--- src/rtl/pipe_pkg.sv ---
// rtl/pipe_pkg.sv - shared stage indices, control field layout and default widths for the stage chain
package pipe_pkg;

    localparam int DEF_NUM_STAGES = 4;
    localparam int DEF_DATA_W     = 64;
    localparam int DEF_CTRL_W     = 16;
    localparam int DEF_RES_W      = 32;

    typedef enum logic [1:0] {
        STG_IF_ID  = 2'd0,
        STG_ID_EX  = 2'd1,
        STG_EX_MEM = 2'd2,
        STG_MEM_WB = 2'd3
    } stage_id_e;

    localparam int CTRL_REGWRITE     = 0;
    localparam int CTRL_REGDST       = 1;
    localparam int CTRL_ALUSRC       = 2;
    localparam int CTRL_MEMREAD      = 3;
    localparam int CTRL_MEMWRITE     = 4;
    localparam int CTRL_BRANCH       = 5;
    localparam int CTRL_JUMP         = 6;
    localparam int CTRL_MEMTOREG_LSB = 7;
    localparam int CTRL_MEMTOREG_W   = 3;
    localparam int CTRL_ALUOP_LSB    = 10;
    localparam int CTRL_ALUOP_W      = 2;

    // Same layout as the bit positions above; the top four bits are spare.
    typedef struct packed {
        logic [3:0] spare;
        logic [1:0] aluop;
        logic [2:0] memtoreg;
        logic       jump;
        logic       branch;
        logic       memwrite;
        logic       memread;
        logic       alusrc;
        logic       regdst;
        logic       regwrite;
    } ctrl_t;

endpackage

--- src/rtl/pipe_stage_slot.sv ---
// rtl/pipe_stage_slot.sv - one pipeline stage register: valid, payload, control and result flops
module pipe_stage_slot
    import pipe_pkg::*;
#(
    parameter int DATA_W = DEF_DATA_W,
    parameter int CTRL_W = DEF_CTRL_W,
    parameter int RES_W  = DEF_RES_W
) (
    input  logic              clk,
    input  logic              rst_n,
    input  logic              hold,
    input  logic              load_valid,
    input  logic [DATA_W-1:0] up_data,
    input  logic [CTRL_W-1:0] up_ctrl,
    input  logic [RES_W-1:0]  res_in,
    output logic              valid,
    output logic [DATA_W-1:0] data,
    output logic [CTRL_W-1:0] ctrl,
    output logic [RES_W-1:0]  res
);

    always_ff @(posedge clk or negedge rst_n) begin
        if (!rst_n) begin
            valid <= 1'b0;
            data  <= '0;
            ctrl  <= '0;
            res   <= '0;
        end else if (!hold) begin
            valid <= load_valid;
            data  <= up_data;
            // Bubbles carry no control so downstream never acts on stale bits.
            ctrl  <= load_valid ? up_ctrl : '0;
            res   <= res_in;
        end
    end

endmodule

--- src/rtl/pipe_stage_chain.sv ---
// rtl/pipe_stage_chain.sv - stage register chain with stall, flush, bubble collapse and output back-pressure
module pipe_stage_chain
    import pipe_pkg::*;
#(
    parameter int NUM_STAGES = DEF_NUM_STAGES,
    parameter int DATA_W     = DEF_DATA_W,
    parameter int CTRL_W     = DEF_CTRL_W,
    parameter int RES_W      = DEF_RES_W
) (
    input  logic                             clk,
    input  logic                             rst_n,
    input  logic                             in_valid,
    input  logic [DATA_W-1:0]                in_data,
    input  logic [CTRL_W-1:0]                in_ctrl,
    output logic                             in_ready,
    input  logic [NUM_STAGES*RES_W-1:0]      res_in,
    input  logic [NUM_STAGES-1:0]            stall,
    input  logic [NUM_STAGES-1:0]            flush,
    input  logic                             out_ready,
    output logic [NUM_STAGES-1:0]            stage_valid,
    output logic [NUM_STAGES*DATA_W-1:0]     stage_data,
    output logic [NUM_STAGES*CTRL_W-1:0]     stage_ctrl,
    output logic [NUM_STAGES*RES_W-1:0]      stage_res,
    output logic [$clog2(NUM_STAGES+1)-1:0]  occupancy
);

    localparam int OCC_W = $clog2(NUM_STAGES+1);

    logic [NUM_STAGES:0]   hold;
    logic [NUM_STAGES-1:0] load_valid;

    // Hold ripples from the consumer backwards; an empty or flushed stage breaks the chain.
    always_comb begin
        hold             = '0;
        hold[NUM_STAGES] = ~out_ready;
        for (int k = NUM_STAGES-1; k >= 0; k--) begin
            hold[k] = stage_valid[k] & ~flush[k] & (stall[k] | hold[k+1]);
        end
    end

    always_comb begin
        load_valid    = '0;
        load_valid[0] = in_valid;
        for (int k = 1; k < NUM_STAGES; k++) begin
            load_valid[k] = stage_valid[k-1] & ~flush[k-1] & ~hold[k-1];
        end
    end

    assign in_ready = ~hold[0];

    always_comb begin
        occupancy = '0;
        for (int k = 0; k < NUM_STAGES; k++) begin
            occupancy = occupancy + OCC_W'(stage_valid[k]);
        end
    end

    for (genvar k = 0; k < NUM_STAGES; k++) begin : g_stage
        logic [DATA_W-1:0] up_data;
        logic [CTRL_W-1:0] up_ctrl;

        if (k == 0) begin : g_head
            assign up_data = in_data;
            assign up_ctrl = in_ctrl;
        end else begin : g_body
            assign up_data = stage_data[(k-1)*DATA_W +: DATA_W];
            assign up_ctrl = stage_ctrl[(k-1)*CTRL_W +: CTRL_W];
        end

        pipe_stage_slot #(
            .DATA_W (DATA_W),
            .CTRL_W (CTRL_W),
            .RES_W  (RES_W)
        ) u_slot (
            .clk        (clk),
            .rst_n      (rst_n),
            .hold       (hold[k]),
            .load_valid (load_valid[k]),
            .up_data    (up_data),
            .up_ctrl    (up_ctrl),
            .res_in     (res_in[k*RES_W +: RES_W]),
            .valid      (stage_valid[k]),
            .data       (stage_data[k*DATA_W +: DATA_W]),
            .ctrl       (stage_ctrl[k*CTRL_W +: CTRL_W]),
            .res        (stage_res[k*RES_W +: RES_W])
        );
    end

endmodule

--- config.mk ---
export PLATFORM = sky130hd
export DESIGN_NAME = pipe_stage_chain
export DESIGN_NICKNAME = d
export VERILOG_FILES = /design/src/rtl/pipe_pkg.sv /design/src/rtl/pipe_stage_slot.sv /design/src/rtl/pipe_stage_chain.sv
export SDC_FILE = /design/constraint.sdc
export NUM_CORES = 1
export LEC_CHECK = 0
export ABC_CLOCK_PERIOD_IN_PS = 2600
export CORE_UTILIZATION = 25
export CTS_BUF_LIST = sky130_fd_sc_hd__clkbuf_4 sky130_fd_sc_hd__clkbuf_8 sky130_fd_sc_hd__clkbuf_16
export CTS_CLUSTER_DIAMETER = 80
export DETAILED_ROUTE_END_ITERATION = 7
export PLACE_DENSITY_LB_ADDON = 0.12
export SLEW_MARGIN = 20
export SYNTH_ARGS = -nofsm -noshare
export SYNTH_HDL_FRONTEND = slang
export SYNTH_HIERARCHICAL = 1
export SYNTH_SLANG_ARGS = --single-unit
export TNS_END_PERCENT = 100
--- constraint.sdc ---
create_clock -name clk -period 2.6 [get_ports clk]
set_clock_uncertainty 0.1 [all_clocks]
set_input_delay 0.52 -clock clk [delete_from_list [all_inputs] [get_ports clk]]
set_output_delay 0.52 -clock clk [all_outputs]
set_load 0.01 [all_outputs]
# Word-level counts from Yosys, hierarchy flattened
# Index checks and enable logic that the tools add are counted.
# word_totals
input_bits	220
reg_bits	452
word_cells	46
output_inout_bits	456
# classes
muxes	4
n_addsub	3
bitwise_logic	23
# ops
operator	count
$mux W16	4
$and A1 B1 Y1	11
$not A1 Y1	8
$or A1 B1 Y1	4
$add A2 B1 Y3	1
$add A3 B1 Y3	1
$add A1 B1 Y2	1

# Longest topological paths before layout
# Gate-level depths: netlist of the first run.
# depth
word_depth	12
depth_mapped	7
mapped_depth_nobuf	5

# Modules after synthesis
# Netlist of the first run, hierarchy kept.
# by_module_without_submodules
mod	seq_area_each_um2	area_per_inst_um2	cells_per_inst	instances
pipe_stage_slot	2827.7	4545.6	274	4
pipe_stage_chain	0.0	231.5	26	1

# Least setup slack after synthesis of the first run
# Ideal clock, no wire load.
# synth_timing
path_kind	reg2out
start	reg g_stage[0].u_slot.valid
end	out occupancy[1]
required_ns	1.980
path_slack_ns	0.443
stages_incl_launch_ff	6
arrival_ns	1.537
path_buffers	0
path_cell_list	dfrtp_1 > inv_1 > fa_1 > inv_1 > ha_1 > ha_1
# synth_via
elab_chain_cells	3
# synth_lines
item	line_no	text
from (decl)	pipe_stage_slot.sv:16	output logic valid,
from (signal assigned)	pipe_stage_slot.sv:29	valid <= load_valid;
$add A1 B1 Y2	pipe_stage_chain.sv:54	occupancy = occupancy + OCC_W'(stage_valid[k]);
$add A2 B1 Y3	pipe_stage_chain.sv:54	
$add A3 B1 Y3	pipe_stage_chain.sv:54	
to (decl)	pipe_stage_chain.sv:24	output logic [$clog2(NUM_STAGES+1)-1:0] occupancy
# No other way between the ends.

# Final worst setup path of the first run
# Ends and elaborated chain as after synthesis.

==> results of run 1 <==
[logic make-up after synthesis]
group | share of synthesized area (%)
simple gates | 2.98
mux | 30.1
fa+ha+maj | 0.245
buf+inv | 3.00
compound gates | 2.26
flops | 61.4
[state kept, by name (all words and copies together), names as in the netlist]
signal                count
g_stage.u_slot/data     256
g_stage.u_slot/res      128
g_stage.u_slot/valid      4
g_stage.u_slot/ctrl      64
[timing repair]
item                       4_1_cts  5_1_grt
hold endpoints to repair        40        0
setup buffers                    1        0
setup endpoints to repair        4        4
pin swaps                        1        0
gates resized for setup         25        1
hold buffers                     1        0
cloned                           0        0
[worst register-to-register path: cells and delay by family, from the launching register on]
family,cells,cell delay [ns]
AO/OA/AOI/OAI,2,0.51
buffers and inverters,3,0.50
flip-flops,1,0.46
multiplexers,1,0.33
AND/OR/NAND/NOR,1,0.15
[how the worst min path moves through the flow]
stage | startpoint | slack [ns] | endpoint | cells after the start
after floorplan | rst_n | 0.12 | g_stage[0].u_slot/ctrl[0] | 0
after global placement | g_stage[3].u_slot/ctrl[2] | 0.37 | g_stage[3].u_slot/ctrl[2] | 2
after detailed placement | g_stage[3].u_slot/ctrl[5] | 0.37 | g_stage[3].u_slot/ctrl[5] | 2
after CTS | in_ctrl[14] | 0.32 | g_stage[0].u_slot/ctrl[14] | 3
after global routing | rst_n | 0.36 | g_stage[2].u_slot/data[7] | 2
final | rst_n | 0.35 | g_stage[3].u_slot/data[10] | 2
[metrics by stage]
stage / util [%] / hold slack [ns] / setup TNS [ns] / std cells
2_1_floorplan: - / 0.124 / 0 / 1122
3_3_place_gp: 36.9 / 0.368 / -1.46 / 2780
3_5_place_dp: 36.9 / 0.374 / -0.970 / 2780
4_1_cts: 39.6 / 0.320 / -0.319 / 2884
5_1_grt: 39.6 / 0.358 / -0.400 / 2884
6_report: 39.6 / 0.351 / -0.188 / 2884
[per-layer routing]
layer	track usage, %	wire length [µm]
met2	27.7	31200
met5	0	9
met1	17.7	22800
met3	4.51	4030
met4	4.51	1370
[power groups by stage]
stage	logic [µW]	registers (µW)	clock network, µW
final	2760	7910	7900
after global routing	2920	7980	8500
after CTS	2820	7920	8220
after detailed placement	2800	8030	0
after global placement	2800	8020	0
after floorplan	775	8180	0
[layout make-up]
type                    instances  share of cell area (%)
clock buffers                  88                    6.11
clock inverters                14                   0.472
inverters                       6                  0.0779
multi-input cells             600                    22.9
flip-flops and latches        452                    39.2
well taps                     959                    4.15
repair buffers                765                    27.2
[placed cells by master, fill, tap and decap left out, types with 2 or more instances in the layout]
cell type / instances
sky130_fd_sc_hd__clkdlybuf4s50_1: 670
sky130_fd_sc_hd__and2_4: 2
sky130_fd_sc_hd__ha_4: 2
sky130_fd_sc_hd__nand2_1: 128
sky130_fd_sc_hd__clkinvlp_4: 2
sky130_fd_sc_hd__nor2_1: 2
sky130_fd_sc_hd__a2111oi_4: 2
sky130_fd_sc_hd__inv_1: 4
sky130_fd_sc_hd__clkbuf_8: 17
sky130_fd_sc_hd__clkbuf_4: 14
sky130_fd_sc_hd__dfrtp_1: 451
sky130_fd_sc_hd__mux2_2: 76
sky130_fd_sc_hd__clkbuf_16: 57
sky130_fd_sc_hd__buf_4: 56
sky130_fd_sc_hd__inv_6: 3
sky130_fd_sc_hd__buf_12: 33
sky130_fd_sc_hd__mux2_4: 312
sky130_fd_sc_hd__buf_6: 3
sky130_fd_sc_hd__o21ai_0: 64
sky130_fd_sc_hd__inv_2: 2
sky130_fd_sc_hd__clkinv_2: 7
sky130_fd_sc_hd__bufinv_16: 2
==> impl_metrics.ini, run 1 <==
[sta]
final.setup.worst_slack_ns = -0.139
slew_headroom_pct = 66.8
setup_violations = 2
tightest_pin_transition_ns = 0.499
final.period_utilization_pct = 105
grt_setup_unrepaired = yes
slew_viol_final = 0
max_freq_mhz = 365
min_period_ns = 2.74
timing_hold_violations_final = 0

[finish]
final_cell_area_um2 = 28900
seqCellArea_um2 = 11300
insertedDiodeCount = 0
multi_input_comb_area_um2 = 6610
layout_fillers = 6900
areaGrowthSynthToFinish_pct = 56.9
layout-drive-gt1-share_pct = 31.2
num-nets-final = 2104

[worst_setup_path]
timing.rr.end = g_stage[0].u_slot/res[21]
setup.worst_path.class = flip-flop to output pin
timing.critical_path.from_type = flip-flop
path_depth = 6
cpPeakStageDelay_ns = 0.54
timing.critical_path.arrival_ns = 2.12
crit_start = g_stage[0].u_slot/valid
rr_worst_depth = 7
endpoint = occupancy[1]
timing.critical_path.buf_inv = 3
critical-path-top-delay-family = adder cells
timing.critical_path.fanout_max = 2
worst-r2r-setup-slack_ns = 0.42
critPathRequiredTime_ns = 1.98
crit_chain = inv_2 -> fa_1 -> inv_2 -> ha_4 -> ha_4 -> buf_6
slowest_stage = sky130_fd_sc_hd__fa_1
setup.worst_path.end_class = output pin
reg_to_reg_critical_path_startpoint = g_stage[2].u_slot/valid

[yosys]
yosysMostFrequentCell = sky130_fd_sc_hd__dfrtp_1
synth-edff-count = 0
ys_top_cells_by_count = 452 x sky130_fd_sc_hd__dfrtp_1, 312 x sky130_fd_sc_hd__mux2_4, 128 x sky130_fd_sc_hd__nand2_1, 76 x sky130_fd_sc_hd__mux2_2, 64 x sky130_fd_sc_hd__o21ai_0
yosys-top-cells-area = sky130_fd_sc_hd__dfrtp_1 61%, sky130_fd_sc_hd__mux2_4 25%, sky130_fd_sc_hd__mux2_2 4.6%
yosysUniqueCellTypes = 25
synth.net_count = 1345
syn_avg_cell_area_um2 = 16.4
postSynthRegisterBits = 452
seq_area_frac_synth_pct = 61.4
synthFlopType = sky130_fd_sc_hd__dfrtp_1
synth_async_sr_flop_share_pct = 100
syn-instance-count = 1122
synth.cell_area_um2 = 18400
synth_top_cell_area_share_pct = 61.4
yosysWarnings = 6
yosysTopAreaCell = sky130_fd_sc_hd__dfrtp_1

[placement]
worst_slack_at_placement_ns = -0.102
gpl.final_weighted_congestion = 0.770
post_detailed_placement_half_perimeter_wirelength_mm = 45.1
place.port_buffers = 675
placedInstanceArea_um2 = 26900

[floorplanning]
die-height_um = 273
die_area_um2 = 74700
placementRows = 99
number_of_top_level_pins = 676
fp.coreArea_um2 = 73000
die-width_um = 273
initial_utilization_pct = 25.2

[drt]
vias_per_cell = 4.04
num_vias = 11600
first_iter_violations = 355
drtAntennaViolNets = 0
drc_errors = 0
detail_route.first_pass.iterations = 4
finalWirelength_mm = 59.3
wl_per_cell_um = 20.6

[pwr]
cellPowerDensity_nw_per_um2 = 643
ir_worst_vdd_uv = 443
total_power_uw = 18600
net_switching_power_of_the_design_uw = 4440
sequential_cell_fraction_of_total_power_pct = 42.6
p_leak_uw = 0.0123
power.share.switching_pct = 23.9
p_clk_share_pct = 42.5
intPower_uw = 14100
combinationalPowerShare_pct = 14.9

[global_routing]
grt_pass1_vias = 12700
grt_overflow = 0
grt_first_pass_wirelength_mm = 86.6
grt.total_usage_pct = 15.5
grt_max_degree = 81
number_of_antenna_violations_at_the_first_check_in_global_routing = 1

[clock_tree]
clock_slew_at_reported_path_ffs_ns = 0.06
clkLatencyLatePin_ns = 0.60
cts_tree = built
clockRootBuffer = sky130_fd_sc_hd__clkbuf_16
h_tree_depth_reported_by_cts = 2
clock_path_buffers = 3
cts_inserted_buffers = 56
clkSinkCount = 452

[flow_run]
maxCapViolCount = 0

[status]
failed_checks = setup timing
outcome = complete, but fails checks

[worst_hold_path]
timing.hold.worst.class = input pin to asynchronous set/reset pin
Note: power is estimated with default switching activity, not from simulation.
==> run 2: changes to the inputs <==
Settings changed: SKIP_CTS_REPAIR_TIMING set to 1, SLEW_MARGIN 20 to 30.
==> impl_metrics.ini, run 2 (same netlist as run 1, synthesis figures left out) <==
[placement]
worst_slack_at_placement_ns = -0.102
post_detailed_placement_half_perimeter_wirelength_mm = 45.1
place.port_buffers = 675
gpl.final_weighted_congestion = 0.770

[worst_setup_path]
timing.critical_path.from_type = flip-flop
setup.worst_path.end_class = output pin
critPathRequiredTime_ns = 1.98
timing.critical_path.fanout_max = 2
setup.worst_path.class = flip-flop to output pin
timing.critical_path.arrival_ns = 2.13

[finish]
largest-register = g_stage.u_slot/data
largest_register_ff_count = 256
layout-drive-gt1-share_pct = 31.1
num-nets-final = 2104
reg_top3 = g_stage.u_slot/data x256, g_stage.u_slot/res x128, g_stage.u_slot/ctrl x64
insertedDiodeCount = 0
areaGrowthSynthToFinish_pct = 56.9
layout_fillers = 6897
multi_input_comb_area_um2 = 6610
final_common_cell = sky130_fd_sc_hd__clkdlybuf4s50_1
seqCellArea_um2 = 11300
layout.cells.most_common_list = 670 x sky130_fd_sc_hd__clkdlybuf4s50_1, 452 x sky130_fd_sc_hd__dfrtp_1, 312 x sky130_fd_sc_hd__mux2_4

[flow_run]
maxCapViolCount = 0

[sta]
final.setup.worst_slack_ns = -0.151
tightest_pin_transition_ns = 0.499
slew_viol_final = 0
timing.setup.tns_ns = -0.206
timing_hold_violations_final = 0
max_freq_mhz = 364
final.period_utilization_pct = 106
slew_headroom_pct = 66.8
setup_violations = 2
grt_setup_unrepaired = yes
min_period_ns = 2.75

[drt]
uppermost_routed_layer = met5
wl_met1_mm = 22.7
vias_per_cell = 4.03
drc_errors = 0
drtAntennaViolNets = 0
met2_length_mm = 31.2
wl_per_cell_um = 20.6
wl_met3_mm = 4.04
detail_route.first_pass.iterations = 4
finalWirelength_mm = 59.3
first_iter_violations = 349
num_vias = 11600

[pwr]
cellPowerDensity_nw_per_um2 = 643
ir_worst_vdd_uv = 443
p_leak_uw = 0.0123

[floorplanning]
number_of_top_level_pins = 676
die_area_um2 = 74700
initial_utilization_pct = 25.2
die-width_um = 273
placementRows = 99
die-height_um = 273
fp.coreArea_um2 = 73000

[clock_tree]
clock_slew_at_reported_path_ffs_ns = 0.06
cts_inserted_buffers = 56
clock_path_buffers = 3
cts_tree = built
h_tree_depth_reported_by_cts = 2
clockRootBuffer = sky130_fd_sc_hd__clkbuf_16
clkLatencyLatePin_ns = 0.60
clkSinkCount = 452

[worst_hold_path]
timing.hold.worst.class = input pin to asynchronous set/reset pin

[global_routing]
grt_max_degree = 81
grt_pass1_vias = 12600
grt.total_usage_pct = 15.5
number_of_antenna_violations_at_the_first_check_in_global_routing = 1
grt_overflow = 0
grt_first_pass_wirelength_mm = 86.5

[status]
failed_checks = setup timing
outcome = complete, but fails checks
run 2: path summary, 6_finish.rpt:
kind                            slack, ns  depth (start not counted)                         end                       from
worst max-delay path                -0.15                          6                occupancy[1]    g_stage[0].u_slot/valid
worst min-delay path                 0.35                          2  g_stage[3].u_slot/data[10]                      rst_n
worst max register to register       0.39                          7   g_stage[0].u_slot/res[21]    g_stage[2].u_slot/valid
worst min register to register       0.39                          2   g_stage[3].u_slot/ctrl[5]  g_stage[3].u_slot/ctrl[5]
max in group asynchronous            1.16                          4    g_stage[2].u_slot/res[9]                      rst_n
min in group clk                     0.37                          3  g_stage[0].u_slot/ctrl[14]                in_ctrl[14]
run 2: where the power goes:
part	total [µW]	switching, µW	leakage, µW	internal (µW)
Sequential	7910	388	0.00540	7530
Clock	7890	3060	0.000959	4830
Combinational	2760	989	0.00590	1770
Total	18600	4440	0.0123	14100
run 2: final cells by class:
cell class | instances | area share (%)
Inverter | 6 | 0.0779
Tap cell | 959 | 4.15
Clock buffer | 88 | 6.11
Clock inverter | 14 | 0.472
Timing Repair Buffer | 765 | 27.2
Multi-Input combinational cell | 600 | 22.9
Sequential cell | 452 | 39.1
run 2: critical path, stage by stage, from the launching register on:
cell,delay [ns]
sky130_fd_sc_hd__dfrtp_1,0.36
sky130_fd_sc_hd__inv_2,0.06
sky130_fd_sc_hd__fa_1,0.54
sky130_fd_sc_hd__inv_2,0.05
sky130_fd_sc_hd__ha_4,0.16
sky130_fd_sc_hd__ha_4,0.26
sky130_fd_sc_hd__buf_6,0.10
run 2: metrics by stage:
step / cells / total power, µW / util [%] / hold slack (ns) / instance area (µm²)
after global routing: 2884 / 19400 / 39.6 / 0.358 / 28900
after CTS: 2882 / 19000 / 39.5 / -0.259 / 28900
after global placement: 2780 / 10800 / 36.9 / 0.368 / 26900
after floorplan: 1122 / 8950 / - / 0.124 / 18400
final: 2884 / 18600 / 39.6 / 0.352 / 28900
after detailed placement: 2780 / 10800 / 36.9 / 0.374 / 26900
run 2: per-layer routing:
metal  track usage, %  up-vias
li1                 -     5412
met1             17.7     5810
met2             27.7      327
met3             4.51       78
met4             4.51        2
met5                0        -
==> run 3: changes to the inputs <==
Settings changed: CTS_CLUSTER_SIZE set to 28.
==> impl_metrics.ini, run 3 (same netlist as run 1, synthesis figures left out) <==
[status]
outcome = complete, but fails checks
failed_checks = setup timing

[sta]
final.setup.worst_slack_ns = -0.140
setup_violations = 2
min_period_ns = 2.74
final.period_utilization_pct = 105
tightest_pin_transition_ns = 0.499
timing_hold_violations_final = 0
slew_viol_final = 0
slew_headroom_pct = 66.7
hold-worst-slack_ns = 0.347
max_freq_mhz = 365
grt_setup_unrepaired = yes
timing.setup.tns_ns = -0.182

[floorplanning]
fp.coreArea_um2 = 73000
number_of_top_level_pins = 676
die_area_um2 = 74700
die-width_um = 273
initial_utilization_pct = 25.2
placementRows = 99
die-height_um = 273

[global_routing]
grt.total_usage_pct = 15.3
grt_max_degree = 81
number_of_antenna_violations_at_the_first_check_in_global_routing = 1
grt_pass1_vias = 12400
grt_overflow = 0
grt_first_pass_wirelength_mm = 85.8

[worst_setup_path]
critical-path-top-delay-family = adder cells
rr_worst_depth = 7
worst-r2r-setup-slack_ns = 0.38
critPathRequiredTime_ns = 1.98
slowest_stage = sky130_fd_sc_hd__fa_1
timing.critical_path.arrival_ns = 2.12
reg_to_reg_critical_path_startpoint = g_stage[2].u_slot/valid
crit_chain = inv_2 -> fa_1 -> inv_2 -> ha_4 -> ha_4 -> buf_6
timing.critical_path.buf_inv = 3
setup.worst_path.end_class = output pin
timing.critical_path.fanout_max = 2
setup.worst_path.class = flip-flop to output pin
timing.critical_path.from_type = flip-flop
cpPeakStageDelay_ns = 0.54
timing.rr.end = g_stage[0].u_slot/res[21]

[drt]
finalWirelength_mm = 59.0
drtAntennaViolNets = 0
first_iter_violations = 366
vias_per_cell = 4.03
wl_per_cell_um = 20.8
wl_met1_mm = 23.0
drc_errors = 0
met2_length_mm = 31.1
uppermost_routed_layer = met5
wl_met3_mm = 3.84
num_vias = 11500
detail_route.first_pass.iterations = 4

[finish]
areaGrowthSynthToFinish_pct = 53.5
layout_fillers = 6930
final_cell_area_um2 = 28300
post-route-util_pct = 38.7
largest-register = g_stage.u_slot/data
largest_register_ff_count = 256
insertedDiodeCount = 0
layout-drive-gt1-share_pct = 29.6
num-nets-final = 2082
reg_top3 = g_stage.u_slot/data x256, g_stage.u_slot/res x128, g_stage.u_slot/ctrl x64
layout.cells.most_common_list = 670 x sky130_fd_sc_hd__clkdlybuf4s50_1, 452 x sky130_fd_sc_hd__dfrtp_1, 312 x sky130_fd_sc_hd__mux2_4
final_common_cell = sky130_fd_sc_hd__clkdlybuf4s50_1

[clock_tree]
cts_tree = built
clkSinkCount = 452
clockRootBuffer = sky130_fd_sc_hd__clkbuf_16
cts_inserted_buffers = 34
clock_slew_at_reported_path_ffs_ns = 0.11
clkLatencyLatePin_ns = 0.57
h_tree_depth_reported_by_cts = 2
clock_path_buffers = 3

[pwr]
p_leak_uw = 0.0119
ir_worst_vdd_uv = 411
cellPowerDensity_nw_per_um2 = 590

[placement]
gpl.final_weighted_congestion = 0.770
place.port_buffers = 675
post_detailed_placement_half_perimeter_wirelength_mm = 45.1
worst_slack_at_placement_ns = -0.102
placedInstanceArea_um2 = 26900

[flow_run]
maxCapViolCount = 0

[worst_hold_path]
timing.hold.worst.class = input pin to asynchronous set/reset pin
[run 3: changes by cell type in the layout (fill, tap and decap cells not counted)]
| cell | delta |
|---|---|
| sky130_fd_sc_hd__inv_12 | +2 |
| sky130_fd_sc_hd__inv_8 | +2 |
| sky130_fd_sc_hd__clkbuf_16 | -20 |
| sky130_fd_sc_hd__inv_6 | +1 |
| sky130_fd_sc_hd__clkbuf_4 | -11 |
| sky130_fd_sc_hd__clkinv_2 | -6 |
| sky130_fd_sc_hd__clkbuf_8 | -16 |
| sky130_fd_sc_hd__clkinv_16 | +1 |
| sky130_fd_sc_hd__clkinv_8 | +6 |
[run 3: cell type report]
type                            instances  area (µm²)  share of cell area [%]
Tap cell                              959        1200                    4.25
Timing Repair Buffer                  765        7860                    27.8
Sequential cell                       452       11300                    40.0
Clock buffer                           41         962                    3.40
Multi-Input combinational cell        600        6610                    23.4
Clock inverter                         20         298                    1.05
Inverter                                6        22.5                  0.0797
[run 3: layer usage]
layer | GRT usage (%) | vias to the layer above
met5 | 0 | -
met4 | 3.60 | 2
met3 | 4.44 | 56
met2 | 27.8 | 304
met1 | 17.6 | 5746
li1 | - | 5357
[run 3: metrics by stage]
stage / instances / power, µW
after global routing: 2843 / 17400
after global placement: 2780 / 10800
after detailed placement: 2780 / 10800
after floorplan: 1122 / 8950
after CTS: 2841 / 17000
final: 2843 / 16700
[run 3: how the worst max path moves through the flow]
stage	start	endpoint	slack (ns)	depth (start not counted)
floorplan	g_stage[0].u_slot/valid	occupancy[1]	0.44	5
global placement	stall[1]	in_ready	-0.14	4
detailed placement	stall[1]	in_ready	-0.10	4
CTS	g_stage[0].u_slot/valid	occupancy[1]	-0.68	6
global route	g_stage[0].u_slot/valid	occupancy[1]	-0.20	6
finish	g_stage[0].u_slot/valid	occupancy[1]	-0.14	6
[run 3: where the power goes]
group          switching [µW]  leakage, µW  internal [µW]
logic                     990      0.00590           1770
clock network            3000     0.000607           3020
registers                 386      0.00540           7510
total                    4370       0.0119          12300
